==> config.mk <==
export PLATFORM = sky130hd
export DESIGN_NAME = id_pipe_decoder
export DESIGN_NICKNAME = d
export VERILOG_FILES = /design/src/rtl/id_pipe_decoder.sv
export SDC_FILE = /design/constraint.sdc
export NUM_CORES = 1
export LEC_CHECK = 0
export BUFFER_PORTS_ARGS = -buffer_cell sky130_fd_sc_hd__buf_4
export CORE_MARGIN = 2
export CORE_UTILIZATION = 30
export DETAILED_ROUTE_END_ITERATION = 12
export PLACE_DENSITY = 0.47
export SYNTH_ARGS = -nofsm -noshare
export SYNTH_HDL_FRONTEND = slang
export SYNTH_SLANG_ARGS = --single-unit
==> constraint.sdc <==
create_clock -name clk_i -period 2.7 [get_ports clk_i]
set_input_delay 0.54 -clock clk_i [delete_from_list [all_inputs] [get_ports clk_i]]
set_output_delay 0.54 -clock clk_i [all_outputs]
set_load 0.02 [all_outputs]
==> src/rtl/id_pipe_decoder.sv <==
// id_pipe_decoder: instruction-decode stage for the 16-bit MIPS-style core.
// Accepts instructions on a valid/ready handshake and registers the decoded fields and
// control strobes in a one-entry output bundle. A register scoreboard tracks pending writes.
// Fetch is stalled on read-after-write hazards. The decoder halts after OP_END until flush_i.
// Optional build macro ID_WB_BYPASS_EN: a write-back in the current cycle releases a stall
// in that same cycle.
module id_pipe_decoder #(
    parameter int unsigned IW  = 16,
    parameter int unsigned RAW = 4
) (
    input  logic              clk_i,
    input  logic              rst_n,
    input  logic [IW-1:0]     instr_i,
    input  logic              instr_valid_i,
    output logic              instr_ready_o,
    output logic              dec_valid_o,
    input  logic              dec_ready_i,
    output logic [3:0]        dec_op_o,
    output logic [RAW-1:0]    dec_rd_o,
    output logic [RAW-1:0]    dec_ra_o,
    output logic [RAW-1:0]    dec_rb_o,
    output logic [IW-5-RAW:0] dec_imm_o,
    output logic [IW-5:0]     dec_tgt_o,
    output logic [5:0]        dec_ctl_o,
    input  logic              wb_en_i,
    input  logic [RAW-1:0]    wb_adr_i,
    input  logic              flush_i,
    output logic              haz_o,
    output logic              end_pr_o
);

    localparam int unsigned NREG = 2 ** RAW;

    localparam logic [3:0] OpNop = 4'd0;
    localparam logic [3:0] OpIn  = 4'd1;
    localparam logic [3:0] OpWr  = 4'd2;
    localparam logic [3:0] OpJmp = 4'd3;
    localparam logic [3:0] OpJn  = 4'd4;
    localparam logic [3:0] OpJr  = 4'd5;
    localparam logic [3:0] OpEnd = 4'd15;

    // Control bundle order: {alu, mem_rd, mem_wr, jmp, jn, jr}
    localparam logic [5:0] CtlAlu = 6'b100000;
    localparam logic [5:0] CtlIn  = 6'b010000;
    localparam logic [5:0] CtlWr  = 6'b001000;
    localparam logic [5:0] CtlJmp = 6'b000100;
    localparam logic [5:0] CtlJn  = 6'b000010;
    localparam logic [5:0] CtlJr  = 6'b000001;

    typedef enum logic [1:0] {StRun, StStall, StHalt} state_e;

    state_e state_q, state_d;

    // Raw field split of the offered instruction
    logic [3:0]        in_op;
    logic [RAW-1:0]    in_rd, in_ra, in_rb;
    logic [IW-5-RAW:0] in_imm;
    logic [IW-5:0]     in_tgt;

    assign in_op  = instr_i[IW-1 -: 4];
    assign in_rd  = instr_i[IW-5 -: RAW];
    assign in_ra  = instr_i[IW-5-RAW -: RAW];
    assign in_rb  = instr_i[IW-5-2*RAW -: RAW];
    assign in_imm = instr_i[IW-5-RAW:0];
    assign in_tgt = instr_i[IW-5:0];

    logic [NREG-1:0] rd_oh, ra_oh, rb_oh, wb_oh;

    assign rd_oh = NREG'(1) << in_rd;
    assign ra_oh = NREG'(1) << in_ra;
    assign rb_oh = NREG'(1) << in_rb;
    assign wb_oh = wb_en_i ? (NREG'(1) << wb_adr_i) : '0;

    logic [5:0]      in_ctl;
    logic [NREG-1:0] src_mask;
    logic            writes_rd;

    // Opcode decode: control strobes, source registers read, destination write
    always_comb begin
        in_ctl    = '0;
        src_mask  = '0;
        writes_rd = 1'b0;
        case (in_op)
            OpNop, OpEnd: ;
            OpIn: begin
                in_ctl    = CtlIn;
                writes_rd = 1'b1;
            end
            OpWr: begin
                in_ctl   = CtlWr;
                src_mask = rd_oh;
            end
            OpJmp: in_ctl = CtlJmp;
            OpJn: begin
                in_ctl   = CtlJn;
                src_mask = ra_oh | rb_oh;
            end
            OpJr: begin
                in_ctl   = CtlJr;
                src_mask = ra_oh | rb_oh;
            end
            default: begin
                in_ctl    = CtlAlu;
                src_mask  = ra_oh | rb_oh;
                writes_rd = 1'b1;
            end
        endcase
    end

    logic [NREG-1:0] sb_q, sb_d, sb_eff;
    logic            hz;
    logic            rdy;
    logic            accept;

`ifdef ID_WB_BYPASS_EN
    // A register retiring this cycle no longer blocks its readers
    assign sb_eff = sb_q & ~wb_oh;
`else
    assign sb_eff = sb_q;
`endif

    assign hz     = instr_valid_i && (|(src_mask & sb_eff));
    assign accept = instr_valid_i && rdy;

    // Scoreboard next state: clear on write-back, then set on accept so set wins
    always_comb begin
        sb_d = sb_q;
        if (wb_en_i && (wb_adr_i != '0)) begin
            sb_d = sb_d & ~wb_oh;
        end
        if (accept && writes_rd && (in_rd != '0)) begin
            sb_d = sb_d | rd_oh;
        end
    end

    // Scoreboard register
    always_ff @(posedge clk_i or negedge rst_n) begin
        if (!rst_n) begin
            sb_q <= '0;
        end else begin
            sb_q <= sb_d;
        end
    end

    // FSM state register
    always_ff @(posedge clk_i or negedge rst_n) begin
        if (!rst_n) begin
            state_q <= StRun;
        end else begin
            state_q <= state_d;
        end
    end

    // FSM next state: flush dominates, an accepted END halts, a blocked source stalls
    always_comb begin
        state_d = state_q;
        case (state_q)
            StRun, StStall: begin
                if (flush_i) begin
                    state_d = StRun;
                end else if (accept && (in_op == OpEnd)) begin
                    state_d = StHalt;
                end else if (hz) begin
                    state_d = StStall;
                end else begin
                    state_d = StRun;
                end
            end
            StHalt: begin
                if (flush_i) begin
                    state_d = StRun;
                end
            end
            default: state_d = StRun;
        endcase
    end

    // FSM outputs: ready needs a free bundle slot, no hazard, no flush and no halt
    always_comb begin
        haz_o    = (state_q == StStall);
        end_pr_o = (state_q == StHalt);
        rdy      = (state_q != StHalt) && !flush_i && !hz && (!dec_valid_o || dec_ready_i);
    end

    // Ready is held low while reset is asserted; kept off the internal accept path
    assign instr_ready_o = rdy && rst_n;

    // Output bundle: load on accept, hold under back-pressure, drop on consume or flush
    always_ff @(posedge clk_i or negedge rst_n) begin
        if (!rst_n) begin
            dec_valid_o <= 1'b0;
            dec_op_o    <= '0;
            dec_rd_o    <= '0;
            dec_ra_o    <= '0;
            dec_rb_o    <= '0;
            dec_imm_o   <= '0;
            dec_tgt_o   <= '0;
            dec_ctl_o   <= '0;
        end else if (flush_i) begin
            dec_valid_o <= 1'b0;
        end else if (accept) begin
            dec_valid_o <= 1'b1;
            dec_op_o    <= in_op;
            dec_rd_o    <= in_rd;
            dec_ra_o    <= in_ra;
            dec_rb_o    <= in_rb;
            dec_imm_o   <= in_imm;
            dec_tgt_o   <= in_tgt;
            dec_ctl_o   <= in_ctl;
        end else if (dec_ready_i) begin
            dec_valid_o <= 1'b0;
        end
    end

endmodule
* Word level (Yosys, flattened, before mapping)
Cells that the tools add are included.
Operators by class: bitwise operators 6, equal/unequal tests 10, reductions and logical operators 25, multiplexer cells 14, shift-type cells 4
Operator list (number):
- 1-bit by 4-bit left shift with 16-bit output, first input constant | 4
- 16-bit two-way mux | 3
- 6-bit one-hot mux with 6 select lines | 1
- 16-bit AND | 2
- 16-bit OR | 2
- 16-bit one-hot mux with 2 select lines | 1
- 16-bit inverter | 1
- 16-bit OR reduction | 1
- 1-bit logical AND | 10
- 4-bit by 2-bit == test with 1-bit output, second input constant | 2
- 4-bit by 3-bit == test with 1-bit output, second input constant | 2
- 4-bit nonzero test | 2
- 2-bit two-way mux | 3
- 6-bit OR reduction | 1
- 1-bit two-way mux | 5
- 4-bit by 1-bit == test with 1-bit output, second input constant | 1
- 4-bit == test, second input constant | 1
- 4-bit zero test | 1
- 2-bit != test, second input constant | 2
- 2-bit one-hot mux with 2 select lines | 1
- 2-bit OR reduction | 2
- 4-bit OR reduction | 1
- 1-bit zero test | 3
- 3-bit nonzero test | 1
- 6 further kinds | 6
Storage, ports and cells: flip-flop bits (word level) 61, logic and storage cells 69, input port bits 26, output and inout bits 46

* Logic depth before layout (Yosys ltp)
Gate-level depths: netlist of the first run.
word-level depth 14, depth in mapped cells 10, depth with buffers taken out 6

* Worst setup path after synthesis of the first run
Ideal clock, no wire load.
path type input-to-output, from input instr_i[13], to output instr_ready_o, cell stages on the path 7, path buffers 1, data arrival time 2097 ps, path slack 63 ps, cells stage by stage buf_2 -> and4_1 -> or2_4 -> a2111o_1 -> o22ai_2 -> nand3_1 -> a21oi_1
On the way: word-level cells in the longest chain between the ends 10, elaborated cells on any way between the ends 14, those cells by class eq/ne: 4; mux: 1; bitwise: 1; reduce/logical: 8
Ends and longest elaborated chain:
- from (decl) | RTL line 13 | input logic [IW-1:0] instr_i,
- 4-bit == test (tied with other cells) | RTL line 83 | case (in_op)
- 4-bit OR reduction (no source line)
- 16-bit one-hot mux with 2 select lines (*) | RTL line 83
- 16-bit AND (*) | RTL line 122 | assign hz = instr_valid_i && (|(src_mask & sb_eff));
- 16-bit OR reduction (*) | RTL line 122
- 1-bit logical AND (*) | RTL line 122
- 1-bit zero test (*) | RTL line 182 | rdy = (state_q != StHalt) && !flush_i && !hz && (!dec_valid_o || dec_ready_i);
- 1-bit logical AND (*) (2 in a row) | RTL line 182
- 1-bit logical AND (*) | RTL line 186 | assign instr_ready_o = rdy && rst_n;
- to (decl) | RTL line 15 | output logic instr_ready_o,
Mark *: on every way between the ends. The rest lies on a longest branch, timed or not.

* Final worst setup path of the first run
from input instr_i[15], to output instr_ready_o
Same word-level chain as after synthesis.

==> results.md, run 1 <==
- Initial antenna violation count: 0
- Drt via density: roughly 5.3
- Peak fanout along the critical path: 4
- Clock Latency Late Sink: 300 ps
- Cell variety after synth: 44
- Post-Route WL: 7410 um
- EDFF count, synth: 0
- CP Cell Sequence: buf_4 > and4_4 > or2_4 > a2111o_1 > o22ai_2 > nand3_2 > a21oi_2 > buf_4
- Placer congestion estimate: about 0.84
- Crit Path Category: in2out
- Hold Buf Count CTS: 0
- Core area: 8680 um^2
- WL/cell: approximately 17 um
- Post-DP HPWL: about 5400 um
- Final hold vios: 0
- Launch point of the worst path: instr_i[15]
- # rows: 34
- Share of cells above drive strength 1: 0.410
- Crit-path max cell delay: around 400 ps
- Slew Viols, Final: 0
- Area growth syn-to-layout: 25.1%
- Worst-path clk slew: approximately 90 ps
- Routed Antenna Nets: 0
- Die X: approximately 99 um
- Flops & latches, synth: 41
- Worst slew pin tran: 1090 ps
- Final Setup Violations: 0
- Tcrit/Tclk final: 0.975
- CP Capture Type: primary output
- RSZ-0062 raised after global routing: no
- Grt ovf: 0
- Worst path arrival time: around 2100 ps
- Ys Warns: 0
- Relative max-transition margin: 0.270
- Hold Crit Class: in2async
- Die Area: a little under 10,000 um^2
- PortBufs: 71
- Setup WS post-layout: approximately 68 ps
- Routed vias: between 2,000 and 2,500
- Worst EP required: about 2200 ps
- Sequential share of the synthesized area: 0.383
- Final routed DRC violation total: 0
- Pwr dens: between 600 and 700 nW/um^2
- First-pass GRT wire length: ~12,000 um
- CTS max path bufs: 2
- Crit path max-delay cell type: a2111o_1
- Synthesized net count: 295
- Vias in the first global route: about 2,300
- Worst flop-to-flop path startpoint: sb_eff[11]
- First-pass DRT Iterations: 5
- CTS Root Cell: clkbuf_8
- P_leak: 1.51 nW
- Post-Place Setup Slack: 31.7 ps
- Initial core utilization: 0.309
- Gr usage total: 0.156
- Final net count: 352
- TNS Setup: 0 ps
- TritonCTS clock tree: yes
- TritonCTS buffer count: 5
- Total of max-cap violations: 0
- Synth Area per Inst: around 10 um^2
- CP Depth: 8
- Cell family with most CP delay: compound AO/OA/AOI/OAI gates
- 1st-iter DRT viols: between 200 and 300
- Number of I/O pins: 72
- H-tree levels: 2
- Post-Syn Area: roughly 2700 um^2
- Synth Flop Type: dfrtp_1
- Die Span Y: 98.5 um
- Final min period: 2630 ps
- Post-Synthesis Cells: around 270
- Most frequent CP cell: buf_4
- # diodes: 0
- TritonCTS sink count: slightly above 40
- Maximum clock frequency: between 0.3 and 0.4 GHz
- Worst vdd ir: ~0.23 mV
- Setup crit start kind: primary input
- Run status: complete, no violations
- R2R cell count: 8
- Largest net degree at the start of global routing: 42
- Critical path buffers and inverters: 2
- Async set or reset register ratio after synthesis: 1.00
- Fin Clk Skew: roughly 12 ps
-- final cells by class --
type,instances,area [um^2]
multi-input cells,184,1390
inverters,3,11.3
clock buffers,5,68.8
well taps,108,135
flip-flops and latches,41,1030
fillers,889,5330
clock inverters,3,17.5
repair buffers,91,703
-- layout by cell type, fill, tap and decap left out, types with 2 or more instances in the layout --
master and count:
buf_4 88, o21ai_0 46, dfrtp_1 39, nand3_1 15, mux2_4 14, nor4b_1 10
nor4bb_1 10, mux2_2 10, nor2_1 9, nand4_1 9, nor2b_1 8, and4b_1 7
nand3b_1 6, clkbuf_8 5, nand2_1 4, nand2b_1 3, inv_1 3, mux2i_1 3
a31oi_1 3, nor4_1 3, o22ai_2 2, and3_1 2, clkinv_2 2, buf_6 2
dfrtp_2 2
-- worst register-to-register path, cell delays in order, from the launching register on --
cell	delay, ps
dfrtp_2	460
mux2i_1	190
o22ai_2	120
a2111o_1	370
o22ai_2	190
buf_4	140
nand4b_1	190
buf_12	240
mux2_4	320
-- synthesized netlist by cell type (2+ instances only) --
cell type,n,share of area
a31oi_1,3,0.0070
nand3b_1,6,0.017
mux2_4,14,0.078
nor4bb_1,10,0.037
buf_2,4,0.0075
a21oi_1,2,0.0037
nand2b_1,3,0.0070
nand2_1,4,0.0056
nand3_1,16,0.030
nor4_1,3,0.0070
inv_1,3,0.0042
nor2_1,9,0.013
buf_4,20,0.056
and4b_1,7,0.026
nor4b_1,10,0.033
clkbuf_1,13,0.018
mux2_2,10,0.042
nor2b_1,8,0.019
mux2i_1,3,0.011
o21ai_0,46,0.086
nand4_1,9,0.021
dfrtp_1,41,0.38
and3_1,2,0.0047
buf_6,3,0.013
-- state kept, by name, summed over array words and instances, names as in the netlist --
| signal | count |
|---|---|
| dec_ctl_o | 6 |
| dec_imm_o | 1 |
| dec_op_o | 4 |
| dec_ra_o | 3 |
| dec_rb_o | 3 |
| dec_rd_o | 4 |
| dec_tgt_o | 1 |
| dec_valid_o | 1 |
| sb_eff | 16 |
| state_q | 2 |
-- through the flow --
stage	total power, mW	cell area [um^2]	util	hold WS (ps)	std cells
4_1_cts	2.09	3310	0.381	383	433
2_1_floorplan	1.39	2680	-	244	269
3_5_place_dp	1.68	3220	0.371	392	425
5_1_grt	2.19	3350	0.386	400	435
3_3_place_gp	1.67	3220	0.371	392	425
6_report	2.07	3350	0.386	349	435
-- kinds of logic (layout without fill, tap and decap cells) --
family,Yosys count,count (layout),synth area share
multiplexers,28,28,0.140
flip-flops,41,41,0.383
buffers and inverters,44,102,0.106
AND/OR/NAND/NOR,96,96,0.246
AO/OA/AOI/OAI,60,60,0.126
-- report_power, final --
| part | internal, mW | total (mW) | leakage (nW) | switching, mW |
|---|---|---|---|---|
| registers | 0.728 | 0.831 | 0.522 | 0.103 |
| clock network | 0.179 | 0.404 | 0.0439 | 0.226 |
| logic | 0.401 | 0.835 | 0.946 | 0.434 |
-- routing by layer --
layer  share of wire  global-route usage
met3           0.054              0.0277
met1            0.47               0.233
met2            0.46               0.232
met5               0                   0
met4           0.018              0.0443
-- worst paths after layout --
path	slack, ps	end
worst max-delay path	70	instr_ready_o
max in group asynchronous	1960	sb_eff[0]
worst min-delay path	350	sb_eff[13]
worst min register to register	410	sb_eff[0]
min in group clk_i	400	state_q[1]
worst max register to register	390	dec_ctl_o[3]
-- timing repair --
item / in CTS / in global routing
hold endpoints to repair: 0 / 0
gates resized for setup: 0 / 8
setup buffers: 0 / 2
endpoints found under the setup margin: 0 / 1
Note: power is estimated with default switching activity, not from simulation.
==> run 2, diff against run 1 <==
Settings changed: ABC_AREA from default to 1.
==> run 2 against run 1 <==
Register-to-register slack improved by 460 ps. Final cell count grew 27%. Power up 30%. Die area up 0.50%. Flip-flop and latch count did not move. Synthesized area is 0.51% higher. Combinational power increased by 57%. Worst hold slack got worse by 10 ps. Non-clock buffer count up 2. Critical path depth up 4. Largest cell class unchanged. Clock power increased by 7.9%.
==> results.md, run 2 <==
- Dpl cells: 535 (was 425)
- Commonest non-fill, non-tap cell in the layout: nand2_1 (was buf_4)
- Worst flop-to-flop path startpoint: sb_eff[3] (was sb_eff[11])
- Routed vias: 2,719 (was 2,312)
- Most common cell in the netlist: nand2_1 (was o21ai_0)
- First-pass DRT Iterations: 4 (was 5)
- Final Setup Violations: 0 (unchanged)
- Finished Layout Cells: 551 (was 435)
- Post-Synthesis Cells: 382 (was 269)
- Largest net degree at the start of global routing: 42 (unchanged)
- # diodes: 0 (unchanged)
- Setup WS post-layout: 74.5 ps (was 68.1 ps)
- Slew Viols, Final: 0 (unchanged)
- Fin area: 3480 um^2 (was 3350 um^2)
- Synth top area cells: dfrtp_1 38%, nand2_1 13%, nand3_1 11% (was dfrtp_1 38%, o21ai_0 8.6%, mux2_4 7.8%)
- TritonCTS sink count: 41 (unchanged)
- Placer congestion estimate: 0.909 (was 0.836)
- Synth Flop Type: dfrtp_1 (unchanged)
- Util after Layout: 0.399 (was 0.386)
- Routed Antenna Nets: 0 (unchanged)
- Launch point of the worst path: instr_i[13] (was instr_i[15])
- Pwr dens: 773 nW/um^2 (was 618 nW/um^2)
- Post-Place Setup Slack: -178 ps (was 31.7 ps)
- 1st-iter DRT viols: 138 (was 267)
- Peak fanout along the critical path: 8 (was 4)
- Core area: 8720 um^2 (was 8680 um^2)
- H-tree levels: 2 (unchanged)
- Worst-path clk slew: 80 ps (was 90 ps)
- Post-Route WL: 8100 um (was 7410 um)
- P_leak: 1.80 nW (was 1.51 nW)
- Synth Area per Inst: 7.05 um^2 (was 9.96 um^2)
- Relative max-transition margin: 0.637 (was 0.270)
- Sequential share of the synthesized area: 0.381 (was 0.383)
- Synth top cells by count: 94 x nand2_1, 59 x nand3_1, 41 x dfrtp_1 (was 46 x o21ai_0, 41 x dfrtp_1, 20 x buf_4)
- Post-synthesis mux area share: 0 (was 0.140)
- Worst path arrival time: 2090 ps (about the same)
- Worst slew pin tran: 542 ps (was 1090 ps)
- Tcrit/Tclk final: 0.972 (was 0.975)
- CP Capture Type: primary output (unchanged)
- Die Span Y: 98.8 um (was 98.5 um)
- Post-DP HPWL: 6130 um (was 5390 um)
- Fin Clk Skew: 13.4 ps (was 11.6 ps)
- Worst vdd ir: 0.278 mV (was 0.227 mV)
- WHS: 338 ps (was 349 ps)
- Compound-Gate Fraction of Synth Area: 0.0999 (was 0.126)
- First-pass GRT wire length: 12,900 um (was 12,100 um)
- Share of cells above drive strength 1: 0.278 (was 0.410)
- Most frequent cells in the layout: 92 x nand2_1, 87 x buf_4, 57 x nand3_1 (was 88 x buf_4, 46 x o21ai_0, 39 x dfrtp_1)
- Gr usage total: 0.168 (was 0.156)
- Drt via density: 4.93 (was 5.31)
- Die Area: 9750 um^2 (was 9710 um^2)
- Final net count: 468 (was 352)
- Die X: 98.8 um (was 98.5 um)
- Total of max-cap violations: 0 (unchanged)
- # rows: 34 (unchanged)
- TNS Setup: 0 ps (unchanged)
- Cell taking the most area after synthesis: dfrtp_1 (unchanged)
- TritonCTS buffer count: 5 (unchanged)
- Max reg flops: 16 (unchanged)
- Setup crit start kind: primary input (unchanged)
- Worst EP required: 2160 ps (about the same)
- CTS Root Cell: clkbuf_8 (unchanged)
- PortBufs: 71 (unchanged)
- Ys Warns: 0 (unchanged)
- Initial core utilization: 0.309 (about the same)
- Final hold vios: 0 (unchanged)
- TritonCTS clock tree: yes (unchanged)
- Top cell type's share of synthesized area: 0.381 (was 0.383)
- Main combinational cell family by area after synthesis: simple AND/OR/NAND/NOR gates (unchanged)
- Final min period: 2630 ps (about the same)
- Initial antenna violation count: 0 (unchanged)
- Post-DP Area: 3210 um^2 (was 3220 um^2)
- Simple-gate area share of the yosys netlist: 0.367 (was 0.246)
- Clock Latency Late Sink: 300 ps (about the same)
- Crit Path Category: in2out (unchanged)
- Synthesized net count: 408 (was 295)
- WL/cell: 14.7 um (was 17.0 um)
- Post-Syn Area: 2690 um^2 (was 2680 um^2)
- Number of I/O pins: 72 (unchanged)
- Area growth syn-to-layout: 29.1% (was 25.1%)
- Grt ovf: 0 (unchanged)
- Adder-cell share of the synthesized area: 0 (unchanged)
- Final Total Pwr: 2.69 mW (was 2.07 mW)
- Vias in the first global route: 2,477 (was 2,258)
- Maximum clock frequency: 0.381 GHz (was 0.380 GHz)
- Flops & latches, synth: 41 (unchanged)
- Final routed DRC violation total: 0 (unchanged)
- EDFF count, synth: 0 (unchanged)
- Async set or reset register ratio after synthesis: 1.00 (unchanged)
- CTS max path bufs: 2 (unchanged)
- Post-Synth XOR/XNOR Area: 0 (unchanged)
- Cell variety after synth: 26 (was 44)
- Run status: complete, no violations (unchanged)
- Hold Crit Class: in2async (unchanged)
==> run 2: final timing paths <==
check                           endpoint  cells past startpoint  slack, ps
max                        instr_ready_o                     12         70
min                           sb_eff[10]                      2        340
max reg2reg                 dec_tgt_o[7]                     10        850
max in group asynchronous    dec_ra_o[0]                      2       1960
min in group clk_i             sb_eff[0]                      0        390
min reg2reg                    sb_eff[0]                      0        390
==> run 2: timing repair <==
action                                  in CTS  in global routing
resized for setup                            8                 22
pin swaps                                    2                 16
gates cloned                                 1                  1
endpoints found under the setup margin       1                  1
endpoints found under the hold margin        0                  0
hold buffers                                 0                  0
buffers inserted                             2                  4
==> run 2: final cells by class <==
class	count	area (um^2)
fillers	961	5240
multi-input cells	266	1330
flip-flops and latches	41	1030
repair buffers	93	751
inverters	35	135
well taps	108	135
clock buffers	6	82.6
clock inverters	2	13.8
==> run 2: worst max-delay path, stage by stage <==
cell     delay (ps)
buf_4           120
nand2_2         110
nor2_4           80
nor2_4          210
nand3_1         180
nand3_1         130
nand2_1          50
nor2_1          110
nand2_1         100
o21ai_2         150
and3_4          200
buf_6           110
==> run 2: logic make-up after synthesis <==
group,after synthesis
AO/OA/AOI/OAI,50
flip-flops,41
AND/OR/NAND/NOR,215
buffers and inverters,76
==> run 2: where the power goes <==
group / switching, mW / internal [mW]
Clock: 0.228 / 0.207
Combinational: 0.750 / 0.556
Sequential: 0.147 / 0.798
Total: 1.13 / 1.56
==> run 2: routing by layer <==
metal	up-vias	GRT usage	share of wire
met2	85	0.266	0.45
li1	1379	-	-
met1	1245	0.232	0.47
met3	10	0.0348	0.058
met4	0	0.0495	0.021
met5	-	0	0
==> run 3, diff against run 2 <==
Settings changed: CORE_ASPECT_RATIO from default to 2, RECOVER_POWER from default to 25, SLEW_MARGIN from default to 0.
==> run 3 against run 2 <==
Core utilization rose by 1.0 points. Wire length rose by 12%. Via count rose by 2.8%. Sequential share of layout area fell by 1.3 points. Final cell count rose by 1.8%. Worst hold slack improved by 46 ps. Fmax rose by 1.7%. Power rose by 5.7%. Non-clock buffer count rose by 17. First-iteration DRC count rose by 14%. Worst setup slack improved by 43 ps. Critical path depth rose by 1. Critical endpoint unchanged. Largest power group unchanged.
==> results.md, run 3 (synthesized netlist as in run 2, its figures left out) <==
- Run status: complete, no violations (unchanged)
- Hold Buf Count CTS: 0 (unchanged)
- Worst path arrival time: 2040 ps (was 2090 ps)
- Clock Latency Late Sink: 290 ps (was 300 ps)
- First-pass GRT wire length: 14,700 um (was 12,900 um)
- Die Span Y: 138 um (was 98.8 um)
- TritonCTS sink count: 41 (unchanged)
- Fin area: 3640 um^2 (was 3480 um^2)
- Final Setup Violations: 0 (unchanged)
- Share of cells above drive strength 1: 0.305 (was 0.278)
- Total of max-cap violations: 0 (unchanged)
- Met1 Usage GRT: 0.187 (was 0.232)
- Relative max-transition margin: 0.283 (was 0.637)
- Number of I/O pins: 72 (unchanged)
- Routed vias: 2,794 (was 2,719)
- Final routed DRC violation total: 0 (unchanged)
- CTS Root Cell: clkbuf_16 (was clkbuf_8)
- Worst-path clk slew: 60 ps (was 80 ps)
- Tcrit/Tclk final: 0.956 (was 0.972)
- Maximum clock frequency: 0.387 GHz (was 0.381 GHz)
- Fillers: 957 (was 961)
- Commonest non-fill, non-tap cell in the layout: buf_4 (was nand2_1)
- 1st-iter DRT viols: 157 (was 138)
- Gr usage total: 0.193 (was 0.168)
- Hold-critical path depth: 0
- WL/cell: 16.2 um (was 14.7 um)
- Most frequent cells in the layout: 98 x buf_4, 92 x nand2_1, 57 x nand3_1 (was 92 x nand2_1, 87 x buf_4, 57 x nand3_1)
- Dpl cells: 549 (was 535)
- M3 GR Usage: 0.0277 (was 0.0348)
- TritonCTS clock tree: yes (unchanged)
- Area growth syn-to-layout: 35.0% (was 29.1%)
- PortBufs: 71 (unchanged)
- Post-DP Area: 3350 um^2 (was 3210 um^2)
- Fin Clk Skew: 4.56 ps (was 13.4 ps)
- Final hold vios: 0 (unchanged)
- Largest net degree at the start of global routing: 42 (unchanged)
- R2R cell count: 10 (unchanged)
- TritonCTS buffer count: 5 (unchanged)
- Final net count: 484 (was 468)
- CTS max path bufs: 2 (unchanged)
- Placer congestion estimate: 0.888 (was 0.909)
- Post-DP HPWL: 7120 um (was 6130 um)
- Initial core utilization: 0.303 (was 0.309)
- Hold Crit Class: reg2reg (was in2async)
- Final min period: 2580 ps (was 2630 ps)
- Grt ovf: 0 (unchanged)
- Peak fanout along the critical path: 9 (was 8)
- Worst EP required: 2160 ps (about the same)
- # diodes: 0 (unchanged)
- First-pass DRT Iterations: 4 (unchanged)
- Worst vdd ir: 0.319 mV (was 0.278 mV)
- Drt via density: 4.98 (was 4.93)
- Core area: 8890 um^2 (was 8720 um^2)
- # rows: 49 (was 34)
- Post-Route WL: 9080 um (was 8100 um)
- Crit Path Category: in2out (unchanged)
- Most used routing layer: met2 (unchanged)
- H-tree levels: 2 (unchanged)
- Slew Viols, Final: 0 (unchanged)
- CP Capture Type: primary output (unchanged)
- GRT met2 Usage: 0.375 (was 0.266)
- Worst slew pin tran: 1080 ps (was 542 ps)
- Pwr dens: 781 nW/um^2 (was 773 nW/um^2)
- Die X: 71.0 um (was 98.8 um)
- Max reg flops: 16 (unchanged)
- Routed Antenna Nets: 0 (unchanged)
- Setup crit start kind: primary input (unchanged)
- Die Area: 9800 um^2 (was 9750 um^2)
- Initial antenna violation count: 0 (unchanged)
- Vias in the first global route: 2,779 (was 2,477)
- P_leak: 1.91 nW (was 1.80 nW)
- Finished Layout Cells: 561 (was 551)
run 3: metrics by stage:
step	total power [mW]	TNS (ps)	hold slack (ps)	utilization	worst slack, ps
finish	2.84	0	384	0.409	118
global route	3.02	-17.2	416	0.409	-17.2
CTS	2.88	0	382	0.407	10.3
detailed placement	2.24	-610	368	0.377	-281
global placement	2.23	-1010	369	0.377	-301
floorplan	1.81	0	244	-	315
run 3: timing repair:
item	4_1_cts	5_1_grt
gates cloned	1	0
pin swaps	7	18
setup buffers	5	1
resized for setup	17	20
endpoints found under the setup margin	1	1
hold endpoints to repair	0	0
run 3: critical path, cell delays in order:
cell and delay, ps:
buf_6 90, inv_1 50, buf_4 140, nand3_1 90, buf_4 200, o21ai_2 70, nand3_1 100, nand2_1 80
nor2_2 120, nand2_1 90, o21ai_2 150, and3_4 200, buf_6 110
run 3: routing by layer:
metal  wire [um]  vias up
met5           0        -
met4         490        0
met3         322       21
met2        5120       87
met1        3150     1290
li1            -     1396
run 3: power breakdown:
group / internal [mW] / switching (mW)
Clock: 0.340 / 0.246
Combinational: 0.556 / 0.756
Sequential: 0.800 / 0.143
run 3: layout make-up:
class                           instances  area [um^2]  area share
Multi-Input combinational cell        265         1330       0.365
Sequential cell                        41         1030       0.282
Timing Repair Buffer                  110          878       0.242
Inverter                               35          139      0.0382
Clock buffer                            6          129      0.0354
Tap cell                              102          128      0.0351
Clock inverter                          2         10.0     0.00275
run 3: worst paths after layout:
kind	startpoint	end	slack, ps
setup / recovery	instr_i[12]	instr_ready_o	120
hold / removal	sb_eff[0]	sb_eff[0]	380
setup reg to reg	sb_eff[10]	dec_rb_o[0]	950
hold reg to reg	sb_eff[0]	sb_eff[0]	380
max in group asynchronous	rst_n	sb_eff[3]	1270
min in group asynchronous	rst_n	sb_eff[10]	770
